$ cat src/rtl/sa_ctrl_pkg.sv
// Shared types for the systolic-array scheduler.
// Holds the phase encoding and the PE mode constants.
package sa_ctrl_pkg;

    typedef enum logic [2:0] {
        IDLE    = 3'd0,
        LOAD    = 3'd1,
        COMPUTE = 3'd2,
        DRAIN   = 3'd3,
        DONE    = 3'd4
    } state_t;

    localparam logic MODE_LOAD = 1'b0;
    localparam logic MODE_ACC  = 1'b1;

endpackage

$ cat src/rtl/sa_delay_line.sv
// Valid+data shift register with synchronous flush.
// Output appears DEPTH cycles after the input is presented.
module sa_delay_line #(
    parameter int DEPTH = 1,
    parameter int W     = 1
) (
    input  logic         clk,
    input  logic         rst,
    input  logic         i_flush,
    input  logic         i_valid,
    input  logic [W-1:0] i_data,
    output logic         o_valid,
    output logic [W-1:0] o_data
);

    logic [DEPTH-1:0] v_q;
    logic [W-1:0]     d_q [DEPTH];

    always_ff @(posedge clk or negedge rst) begin
        if (!rst) begin
            v_q <= '0;
            for (int i = 0; i < DEPTH; i++) d_q[i] <= '0;
        end else if (i_flush) begin
            v_q <= '0;
            for (int i = 0; i < DEPTH; i++) d_q[i] <= '0;
        end else begin
            v_q[0] <= i_valid;
            d_q[0] <= i_data;
            for (int i = 1; i < DEPTH; i++) begin
                v_q[i] <= v_q[i-1];
                d_q[i] <= d_q[i-1];
            end
        end
    end

    assign o_valid = v_q[DEPTH-1];
    assign o_data  = d_q[DEPTH-1];

endmodule

$ cat src/rtl/sa_sched_ctrl.sv
// Job sequencer for a weight-stationary systolic array:
// weight load, activation streaming, drain, with per-row/column skew.
module sa_sched_ctrl
    import sa_ctrl_pkg::*;
#(
    parameter  int ROWS     = 4,
    parameter  int COLS     = 4,
    parameter  int MAX_VECS = 256,
    localparam int VW       = $clog2(MAX_VECS + 1),
    localparam int RW       = $clog2(ROWS)
) (
    input  logic                 clk,
    input  logic                 rst,
    input  logic                 i_start,
    input  logic [VW-1:0]        i_num_vecs,
    input  logic                 i_abort,
    output logic                 o_busy,
    output logic                 o_done,
    output logic                 o_mode,
    output logic                 o_w_valid,
    output logic [RW-1:0]        o_w_addr,
    output logic                 o_act_issue,
    output logic [VW-1:0]        o_act_addr,
    output logic [ROWS-1:0]      o_act_valid,
    output logic [COLS-1:0]      o_res_valid,
    output logic [COLS*VW-1:0]   o_res_idx
);

    localparam int DW = $clog2(ROWS + COLS);
    localparam int CW = (VW > DW) ? VW : DW;

    localparam logic [CW-1:0] ONE        = CW'(1);
    localparam logic [CW-1:0] LOAD_LAST  = CW'(ROWS - 1);
    localparam logic [CW-1:0] DRAIN_LAST = CW'(ROWS + COLS - 2);
    localparam logic [RW-1:0] W_TOP      = RW'(ROWS - 1);

    state_t        state_q;
    logic [CW-1:0] cnt_q;
    logic [VW-1:0] n_q;
    logic [CW-1:0] comp_last;
    logic          act_issue;

    // n_q is never zero while in COMPUTE, so this cannot underflow there
    assign comp_last = CW'(n_q) - ONE;

    always_ff @(posedge clk or negedge rst) begin
        if (!rst) begin
            state_q <= IDLE;
            cnt_q   <= '0;
            n_q     <= '0;
        end else if (i_abort) begin
            state_q <= IDLE;
            cnt_q   <= '0;
        end else begin
            unique case (state_q)
                IDLE: begin
                    cnt_q <= '0;
                    if (i_start) begin
                        if (i_num_vecs == '0) begin
                            state_q <= DONE;
                        end else begin
                            n_q     <= i_num_vecs;
                            state_q <= LOAD;
                        end
                    end
                end
                LOAD: begin
                    if (cnt_q == LOAD_LAST) begin
                        cnt_q   <= '0;
                        state_q <= COMPUTE;
                    end else begin
                        cnt_q <= cnt_q + ONE;
                    end
                end
                COMPUTE: begin
                    if (cnt_q == comp_last) begin
                        cnt_q   <= '0;
                        state_q <= DRAIN;
                    end else begin
                        cnt_q <= cnt_q + ONE;
                    end
                end
                DRAIN: begin
                    if (cnt_q == DRAIN_LAST) begin
                        cnt_q   <= '0;
                        state_q <= DONE;
                    end else begin
                        cnt_q <= cnt_q + ONE;
                    end
                end
                DONE: begin
                    state_q <= IDLE;
                end
                default: begin
                    state_q <= IDLE;
                    cnt_q   <= '0;
                end
            endcase
        end
    end

    assign act_issue   = (state_q == COMPUTE);
    assign o_busy      = (state_q != IDLE);
    assign o_done      = (state_q == DONE);
    assign o_mode      = (state_q == LOAD) ? MODE_LOAD : MODE_ACC;
    assign o_w_valid   = (state_q == LOAD);
    assign o_w_addr    = o_w_valid ? (W_TOP - cnt_q[RW-1:0]) : '0;
    assign o_act_issue = act_issue;
    assign o_act_addr  = act_issue ? cnt_q[VW-1:0] : '0;

    for (genvar r = 0; r < ROWS; r++) begin : g_act
        logic v;
        logic d;

        sa_delay_line #(
            .DEPTH (r + 1),
            .W     (1)
        ) u_dl (
            .clk     (clk),
            .rst     (rst),
            .i_flush (i_abort),
            .i_valid (act_issue),
            .i_data  (1'b1),
            .o_valid (v),
            .o_data  (d)
        );

        // payload bit is a constant marker that travels with the valid
        assign o_act_valid[r] = v & d;
    end

    for (genvar c = 0; c < COLS; c++) begin : g_res
        sa_delay_line #(
            .DEPTH (ROWS + c),
            .W     (VW)
        ) u_dl (
            .clk     (clk),
            .rst     (rst),
            .i_flush (i_abort),
            .i_valid (act_issue),
            .i_data  (o_act_addr),
            .o_valid (o_res_valid[c]),
            .o_data  (o_res_idx[c*VW +: VW])
        );
    end

endmodule

$ cat config.mk
export PLATFORM = sky130hd
export DESIGN_NAME = sa_sched_ctrl
export DESIGN_NICKNAME = d
export VERILOG_FILES = /design/src/rtl/sa_ctrl_pkg.sv /design/src/rtl/sa_delay_line.sv /design/src/rtl/sa_sched_ctrl.sv
export SDC_FILE = /design/constraint.sdc
export NUM_CORES = 1
export LEC_CHECK = 0
export BUFFER_PORTS_ARGS = -buffer_cell sky130_fd_sc_hd__clkbuf_2
export CAP_MARGIN = 10
export CORE_MARGIN = 10
export CORE_UTILIZATION = 50
export DETAILED_ROUTE_END_ITERATION = 8
export PLACE_DENSITY_LB_ADDON = 0.1
export SLEW_MARGIN = 20
export SYNTH_ARGS = -nofsm -noshare
export SYNTH_HDL_FRONTEND = slang
export SYNTH_SLANG_ARGS = --single-unit
$ cat constraint.sdc
create_clock -name clk -period 6.2 [get_ports clk]
set_clock_uncertainty 0.1 [all_clocks]
set_input_delay 0.31 -clock clk [delete_from_list [all_inputs] [get_ports clk]]
set_output_delay 0.31 -clock clk [all_outputs]
set_load 0.005 [all_outputs]
==> metrics <==
GPL Wtd Cong 0.8552; # hold bufs at CTS 1; number of global-route vias before repair 2685; crit end category flip-flop; Post-Syn Area 4048 µm²; largest net degree at the start of global routing 81; WL per Instance 15.88 µm; min cycle time layout 2.777 ns; # fillers 698; share of cells above drive strength 1 0.2718; Worst Path Max Fanout 7; placed cell count 497; crit path DAT 2.91 ns; Syn Inst Count 352; register area share after synthesis 0.5873; row cnt 32; Worst Setup EP cnt_q[8]$_DFFE_PN0P_; Crit-path slowest cell a311oi_1; CTS-repair resized insts 0; EDFF count, synth 0; final worst slack 3.423 ns; Crit Reg-Reg Startpoint n_q[0]$_DFFE_PN0P_; Hold Path Class input port to flip-flop; Critical Path Max Stage Delay 0.49 ns; crit start category flip-flop; via count 2667; ys async rst share 1.000; Place WS 3.529 ns; Worst setup startpoint n_q[0]$_DFFE_PN0P_; total grt overflow 0; postcts setup bufs 0; fin crit share 0.4478; global routing's busiest layer met2; total track usage 0.1391; number of port buffers 72; drt via density 5.189; CP top delay family compound AO/OA/AOI/OAI gates; Skew-Pair Late Insertion Delay 0.36 ns; TritonCTS clock tree done; met2 Usage GRT 0.2130; DR iter-0 viols 240; status complete, no violations; maximum clock frequency 360.2 MHz; Area growth syn-to-layout 15.21%; Slew Limit Fails 0; Avg Cell Area, Syn 11.50 µm²; Yosys reg bits 95; WP buf/inv 1; FF-to-FF End cnt_q[8]$_DFFE_PN0P_; Worst VDD drop 0.0002167 V; # clock sinks 95; critical-path cell list inv_1 > ha_1 > nor3b_2 > o21a_1 > a2111oi_0 > a311oi_1 > nand3_1 > o22ai_2 > o22ai_1; Final Setup Violations 0; final core occ 0.5973; # nets final 423; met1 GRT Util 0.1765; # diodes 0; DRT Pass-1 Iters 4; top-area cell type share of the netlist area 0.5873; Die X-Extent 110.0 µm; met3 usage 0.04295; synth top area cells dfrtp_1, nor2b_1, mux2_2; Initial Util 0.5184; area leader, netlist dfrtp_1; IO Count 73; htree depth 3; Hold Vio Cnt, Final 0; Ys Warns 0; Setup TNS Final 0 ns; clock tree buffer depth 2; worst-margin pin slew 0.8467 ns; Root Driver clkbuf_8; Leakage 2.351 nW; Max Cap Violations 0; final WL 8163 µm; core area 7807 µm²; post-route insts no fill 514; Crit Path Class flip-flop to flip-flop; Post-DRT Antenna Nets 0; initial antenna violation count 0; Post-route DRC 0; dominant synthesized flop cell dfrtp_1; Mapped Nets 368; R2R depth 9; TritonCTS Buffers 9; post-DP HPWL 5473 µm; PD cells 345.3 nW/µm²; synth unique cells 49; RSZ-0062 raised after global routing no; Die Span Y 110.0 µm; critical path depth in cells 9; first-pass GRT wire length 13380 µm; worst reg-to-reg setup slack 3.42 ns; Worst-path clk slew 0.09 ns; full die area 12090 µm²; Rel. slew slack 0.4355; Critical Path RT 6.34 ns
-- metrics by stage --
stage / cell area, µm² / hold slack (ns) / total power [mW]
after floorplan: 4048 / -0.08559 / 0.9883
final: 4663 / 0.09202 / 1.610
after global placement: 4388 / 0.1275 / 1.080
after CTS: 4663 / 0.07608 / 1.623
after detailed placement: 4388 / 0.1377 / 1.093
after global routing: 4663 / 0.08734 / 1.697
-- Yosys cell counts (5+ instances only) --
master / n
mux2_2: 9
nor4_1: 5
buf_4: 13
and3_1: 11
nand2_1: 13
nor2b_1: 65
nor3_1: 6
clkbuf_1: 17
a21oi_1: 9
nor2_1: 14
xor2_1: 6
and2_1: 11
dfrtp_1: 95
nand3_1: 10
inv_1: 8
-- cell type report --
cell class	instances	area (µm²)	area share
Clock inverter	6	137.6	0.02951
Sequential cell	95	2377	0.5098
Clock buffer	10	127.6	0.02737
Timing Repair Buffer	75	387.9	0.08318
Multi-Input combinational cell	216	1468	0.3147
Tap cell	102	127.6	0.02737
Inverter	10	37.54	0.008049
-- cell families after synthesis --
family | Yosys count | share of synthesized area
simple gates | 154 | 0.2297
flops | 95 | 0.5873
buf+inv | 41 | 0.05007
compound gates | 40 | 0.07697
xor+xnor | 10 | 0.02164
mux | 9 | 0.02504
fa+ha+maj | 3 | 0.009275
-- power breakdown --
| group | switching, mW | internal, mW | total (mW) | leakage (nW) |
|---|---|---|---|---|
| clock network | 0.217 | 0.312 | 0.528 | 0.131 |
| logic | 0.189 | 0.147 | 0.336 | 0.919 |
| registers | 0.0842 | 0.661 | 0.746 | 1.30 |
| total | 0.490 | 1.12 | 1.61 | 2.35 |
-- per-layer routing --
layer  part of all wire  wire, µm
met5                  0         0
met4              0.017       140
met3               0.10       827
met2               0.46      3717
met1               0.43      3477
-- state kept, by name, summed over array words and instances, names as in the netlist --
| register | cells |
|---|---|
| g_res.u_dl.v_q | 7 |
| g_act.u_dl.o_data | 4 |
| state_q | 3 |
| n_q | 9 |
| g_res.u_dl.o_data | 17 |
| g_res.u_dl.d_q | 46 |
| cnt_q | 9 |
-- placed cells by master (no fill, tap or decap), types with 3 or more instances in the layout --
master,netlist,final
nor3_1,6,6
a31oi_1,4,4
nand2_1,13,13
clkbuf_2,0,70
xnor2_1,4,4
o22ai_1,4,4
mux2_2,9,9
bufinv_16,0,4
nor2_1,14,14
a21oi_1,9,9
nor4_1,5,5
nor2b_1,65,65
inv_1,8,8
and3_1,11,11
ha_1,3,3
buf_4,13,3
or3_1,4,4
and2_1,11,11
xor2_1,6,6
nand2b_1,3,3
clkbuf_8,0,9
dfrtp_1,95,95
nand3_1,10,10
o21ai_0,4,4
nand4_1,3,3
-- worst min path at each step --
stage | startpoint | end | slack, ns | depth (start not counted)
global placement | rst | g_res[3].u_dl.v_q[6]$_DFF_PN0_ | 0.13 | 1
CTS | i_num_vecs[3] | n_q[3]$_DFFE_PN0P_ | 0.08 | 2
floorplan | rst | cnt_q[0]$_DFFE_PN0P_ | -0.09 | 0
finish | i_num_vecs[3] | n_q[3]$_DFFE_PN0P_ | 0.09 | 2
global route | i_num_vecs[1] | n_q[1]$_DFFE_PN0P_ | 0.09 | 2
detailed placement | rst | g_res[3].u_dl.v_q[6]$_DFF_PN0_ | 0.14 | 1
Note: power is estimated with default switching activity, not from simulation.
